==> src/rtl/demux_steer_pkg.sv <==
// demux_steer_pkg: shared types and constants for the demux steering block.
// Holds the FSM state encoding, the gap counter width and the destination
// type that drives the demultiplexer select.
package demux_steer_pkg;

    // Controller states; PAR is only reachable when PARITY_EN is defined
    typedef enum logic [1:0] {
        IDLE  = 2'd0,
        SHIFT = 2'd1,
        PAR   = 2'd2,
        GAP   = 2'd3
    } state_t;

    // Width of the inter-frame gap counter (GAP_CYC is at most 15)
    localparam int GAP_CNT_W = 4;

    // Demux destination: value placed on the select line S
    typedef enum logic {
        DEST_A = 1'b0,
        DEST_B = 1'b1
    } dest_t;

endpackage

==> src/rtl/demux_steer_piso.sv <==
// steer_piso: DATA_W parallel-in serial-out shift register.
// Load has priority over shift; shifting is to the right with zero fill so
// that the word leaves LSB-first on o_bit0.
module steer_piso
    import demux_steer_pkg::*;
#(
    parameter int DATA_W = 8
) (
    input  logic              i_clk,
    input  logic              i_rst_n,
    input  logic              i_load,
    input  logic              i_shift,
    input  logic [DATA_W-1:0] i_data,
    output logic              o_bit0
);

    logic [DATA_W-1:0] r_sr;

    // Load a new word on accept, otherwise shift one bit toward bit 0
    always_ff @(posedge i_clk) begin
        if (!i_rst_n) begin
            r_sr <= '0;
        end else if (i_load) begin
            r_sr <= i_data;
        end else if (i_shift) begin
            r_sr <= {1'b0, r_sr[DATA_W-1:1]};
        end
    end

    assign o_bit0 = r_sr[0];

endmodule

==> src/rtl/demux_steer.sv <==
// demux_steer: frame steering controller in front of a 1-to-2 demux.
// Accepts a word plus destination over valid/ready, holds S at the
// destination and serializes the word LSB-first on X while FRAME is high,
// then pulses DONE and idles GAP_CYC cycles before the next accept.
// Optional feature macro: PARITY_EN appends an even-parity bit to each frame.
module demux_steer
    import demux_steer_pkg::*;
#(
    parameter int DATA_W  = 8,
    parameter int GAP_CYC = 1
) (
    input  logic              CLK,
    input  logic              RST_N,
    input  logic              IN_VALID,
    output logic              IN_READY,
    input  logic [DATA_W-1:0] IN_DATA,
    input  logic              IN_DEST,
    output logic              S,
    output logic              X,
    output logic              FRAME,
    output logic              DONE
);

    localparam int CNT_W = $clog2(DATA_W + 1);

    // Counter value while the final payload bit is on X
    localparam logic [CNT_W-1:0] LAST_BIT = CNT_W'(DATA_W - 1);

    // Gap counter value in the final idle cycle of the gap
    localparam logic [GAP_CNT_W-1:0] GAP_LAST =
        GAP_CNT_W'((GAP_CYC > 0) ? (GAP_CYC - 1) : 0);

    // Where the FSM goes once the last frame bit has been sent
    localparam state_t POST_FRAME = (GAP_CYC == 0) ? IDLE : GAP;

    state_t                 r_state;
    logic [CNT_W-1:0]       r_bit_cnt;
    logic [GAP_CNT_W-1:0]   r_gap_cnt;
    dest_t                  r_sel;
    logic                   r_done;
    logic                   r_par;

    logic w_accept;
    logic w_shift;
    logic w_bit0;

    // Inputs are only looked at in IDLE, so any data change later is ignored
    assign w_accept = IN_VALID && (r_state == IDLE);
    assign w_shift  = (r_state == SHIFT);

    steer_piso #(
        .DATA_W (DATA_W)
    ) u_piso (
        .i_clk   (CLK),
        .i_rst_n (RST_N),
        .i_load  (w_accept),
        .i_shift (w_shift),
        .i_data  (IN_DATA),
        .o_bit0  (w_bit0)
    );

    // Frame sequencer: accept, shift DATA_W bits, optional parity, gap
    always_ff @(posedge CLK) begin
        if (!RST_N) begin
            r_state   <= IDLE;
            r_bit_cnt <= '0;
            r_gap_cnt <= '0;
            r_sel     <= DEST_A;
            r_done    <= 1'b0;
            r_par     <= 1'b0;
        end else begin
            r_done <= 1'b0;
            case (r_state)
                IDLE: begin
                    if (IN_VALID) begin
                        r_sel     <= dest_t'(IN_DEST);
                        r_bit_cnt <= '0;
`ifdef PARITY_EN
                        r_par     <= ^IN_DATA;
`endif
                        r_state   <= SHIFT;
                    end
                end
                SHIFT: begin
                    // Counts up to DATA_W at most, which fits CNT_W bits
                    r_bit_cnt <= r_bit_cnt + CNT_W'(1);
                    if (r_bit_cnt == LAST_BIT) begin
`ifdef PARITY_EN
                        r_state   <= PAR;
`else
                        r_done    <= 1'b1;
                        r_gap_cnt <= '0;
                        r_state   <= POST_FRAME;
`endif
                    end
                end
`ifdef PARITY_EN
                PAR: begin
                    r_done    <= 1'b1;
                    r_gap_cnt <= '0;
                    r_state   <= POST_FRAME;
                end
`endif
                GAP: begin
                    if (r_gap_cnt == GAP_LAST) begin
                        r_state <= IDLE;
                    end else begin
                        r_gap_cnt <= r_gap_cnt + GAP_CNT_W'(1);
                    end
                end
                default: begin
                    r_state <= IDLE;
                end
            endcase
        end
    end

    // Outputs decode registered state only; no input-to-output paths
    assign IN_READY = (r_state == IDLE);
    assign S        = r_sel;
    assign DONE     = r_done;
`ifdef PARITY_EN
    assign FRAME    = (r_state == SHIFT) || (r_state == PAR);
    assign X        = (r_state == SHIFT) ? w_bit0 :
                      (r_state == PAR)   ? r_par  : 1'b0;
`else
    assign FRAME    = (r_state == SHIFT);
    assign X        = (r_state == SHIFT) ? w_bit0 : 1'b0;
`endif

endmodule
==> config.mk <==
export PLATFORM = sky130hd
export DESIGN_NAME = demux_steer
export DESIGN_NICKNAME = d
export VERILOG_FILES = /design/src/rtl/demux_steer_pkg.sv /design/src/rtl/demux_steer_piso.sv /design/src/rtl/demux_steer.sv
export SDC_FILE = /design/constraint.sdc
export NUM_CORES = 1
export LEC_CHECK = 0
export ABC_AREA = 1
export CAP_MARGIN = 0
export CORE_UTILIZATION = 35
export CTS_CLUSTER_SIZE = 30
export DETAILED_ROUTE_END_ITERATION = 7
export HOLD_SLACK_MARGIN = 0.1
export SYNTH_ARGS = -nofsm -noshare
export SYNTH_HDL_FRONTEND = slang
export SYNTH_SLANG_ARGS = --single-unit
export TNS_END_PERCENT = 100
==> constraint.sdc <==
create_clock -name CLK -period 1.7 [get_ports CLK]
set_input_delay 0.34 -clock CLK [delete_from_list [all_inputs] [get_ports CLK]]
set_output_delay 0.34 -clock CLK [all_outputs]
set_load 0.1 [all_outputs]
==> run metrics <==
# setup viols final=0; top cells by count, synth=nand2_1 (39), dfxtp_1 (20), nor2_1 (13); CTS tree=done; io pins=17; post-synthesis compound-gate area fraction=12.1%; sequential share of the synthesized area=44.6%; Mean Syn Cell Area=7.12 um^2; Critical Path Max Stage Delay=0.37 ns; H-tree levels=1; post-synthesis mux area share=0%; nets=160; largest family of logic cells by synthesized area=simple AND/OR/NAND/NOR gates; row count=17; synthesized cell area=roughly 900 um^2; vias in the first global route=between 700 and 800; post-synthesis net count=about 140; die width=52.6 um; CP cell instances=inv_1 -> nand2_2 -> inv_4 -> buf_12; core footprint=2320 um^2; Reg power frac=53.0%; Hold Crit Class=reg -> reg; DR vias/cell=4.87; CTS Sinks=20; Post-CTS Setup Inserts=0; Hold EP=u_piso.r_sr[7]; top post-synthesis cells by area=dfxtp_1 (45%), nand2_1 (16%), nor2_1 (5.4%), a21oi_1 (5.0%), a31oi_1 (4.9%); synth warn=0; Setup Skew=0.00486 ns; status=finished, final reports clean; DRT iter0 DRCs=9; most numerous cell in the Yosys netlist=nand2_1; WHS Path Cells=2; Worst Path Max Fanout=11; Primary FF master, synth=dfxtp_1; WL per Instance=11.2 um; diodes inserted=0; startpoint types=flop; CP endpoint kind=output pin; gate count of the mapped netlist=between 100 and 150; Switching Power=about 0.26 mW; routed wire length=1.92 mm; Worst Reg-to-Reg Cells=8; flop-to-flop setup slack=0.41 ns; Clock Latency Late Sink=0.31 ns; Clock Tree Root=clkbuf_4; Synth async-reset ratio=0%; P_leak=0.464 nW; clock share of power=around 31%; register bit total from synthesis=20; RSZ-0062 raised after global routing=false; register area=about 400 um^2; top cell type's share of synthesized area=44.6%; hpwl dp=1.44 mm; Yosys cell types=19; Area Growth Syn to Fin=31.4%; min Tclk post-route=1.58 ns; DRT antenna net count=0; Worst R2R End=r_gap_cnt[1]; Initial Utilization=about two fifths; Final Util=around half; critical setup path kind=reg -> out; CP max stage cell=dfxtp_2; chip height=52.6 um; Reg clk slew, reported paths=approximately 0.12 ns; number of flops mapped to enable cells by yosys=0; Synth Area in XOR/XNOR=0%; post-synthesis adder-cell area fraction=between 4 and 5%; Hold Startpoint=u_piso.r_sr[7]; post_cts resized=1; Multi-input gate area=435 um^2; worst setup margin=around 0.12 ns; die area=2770 um^2; routability cong.=0.731; largest net degree at the start of global routing=16; # DRC=0; antenna violations before repair=0; worst slew pin tran=~0.44 ns; clock tree buffer depth=2; post-synthesis simple-gate area fraction=31.1%; gr usage total=16.8%; Critical Path AT=1.24 ns; Cell Count, Final, Fillers Out=172; Setup WS pre-CTS=0.217 ns; share of layout cells above drive strength 1=13.9%; Pwr Density=800 nW/um^2; pins over their slew limit=0; hold buffers post-CTS=0; placed insts=168; fmax=633 MHz; first-pass GRT wire length=3.33 mm; TritonRoute pass-1 iters=5; DR vias=between 800 and 900; Comb power frac=16.6%; Max-cap violations=0; Synth area leader=dfxtp_1; switch share=around 28%; Pint=between 0.6 and 0.7 mW; setup TNS=0 ns; final hold vios=0; Rel. slew slack=a little over two thirds; grt ovf=0; Data required, critical path=1.36 ns; Port Buffers=16; Final period util=92.9%; peak supply drop=0.000457 V; CTS buffer count=3; fillcell total=237; reg2reg start=r_gap_cnt[0]
cell type report:
| class | count | area share (%) |
|---|---|---|
| clock buffers | 4 | 3.08 |
| inverters | 13 | 4.35 |
| multi-input cells | 90 | 36.9 |
| flip-flops and latches | 20 | 34.2 |
| well taps | 28 | 2.97 |
| repair buffers | 17 | 18.5 |
state kept, by name, summed over array words and instances (netlist names):
name	flops
u_piso.r_sr	8
r_bit_cnt	4
r_gap_cnt	4
r_state	2
DONE	1
S	1
critical path, delay by kind of cell, from the launching register on:
family / cells / cell delay (ns)
AND/OR/NAND/NOR: 1 / 0.12
flip-flops: 1 / 0.37
buffers and inverters: 3 / 0.45
through the flow:
step	hold slack [ns]	power, mW	cell area (um^2)
floorplan	0.444	0.601	907
global placement	0.455	0.665	1140
detailed placement	0.462	0.666	1140
CTS	0.481	0.950	1170
global route	0.521	0.980	1180
finish	0.483	0.943	1180
cell usage in the layout (no fill, tap or decap), types with 2 or more instances in the layout:
master / instances
ha_1: 3
a31oi_1: 7
nand2_1: 39
dfxtp_2: 2
nand2_2: 4
nor2_1: 11
a21oi_1: 9
clkbuf_4: 3
inv_1: 10
clkdlybuf4s50_1: 11
nand3_1: 7
dfxtp_1: 18
nor3_1: 2
buf_12: 5
o21ai_0: 3
kinds of logic (layout without fill, tap and decap cells):
kind of cell    count (synthesis)  in the layout
fa+ha+maj                       3              3
simple gates                   67             67
flops                          20             20
compound gates                 20             20
buf+inv                        16             34
power groups by stage:
stage / clock, mW / sequential [mW] / combinational (mW)
2_1_floorplan: 0 / 0.520 / 0.0808
3_3_place_gp: 0 / 0.509 / 0.156
3_5_place_dp: 0 / 0.509 / 0.156
4_1_cts: 0.294 / 0.499 / 0.157
5_1_grt: 0.309 / 0.502 / 0.169
6_report: 0.287 / 0.499 / 0.157
per-layer routing:
| metal | part of all wire [%] | GRT usage [%] | up-vias | wire, um |
|---|---|---|---|---|
| li1 | - | - | 441 | - |
| met1 | 47 | 18.3 | 376 | 894 |
| met2 | 49 | 30.2 | 17 | 937 |
| met3 | 3.1 | 2.90 | 4 | 60 |
| met4 | 1.4 | 9.21 | 0 | 26 |
| met5 | 0 | 0 | - | 0 |
worst max path at each step:
stage,from,to,slack [ns],cells past startpoint
floorplan,r_state[0],X,0.01,2
global placement,RST_N,r_state[0],0.24,3
detailed placement,RST_N,r_state[0],0.22,3
CTS,r_state[1],FRAME,0.01,4
global route,r_state[1],FRAME,0.04,4
finish,r_state[1],FRAME,0.12,4
Note: power is estimated with default switching activity, not from simulation.
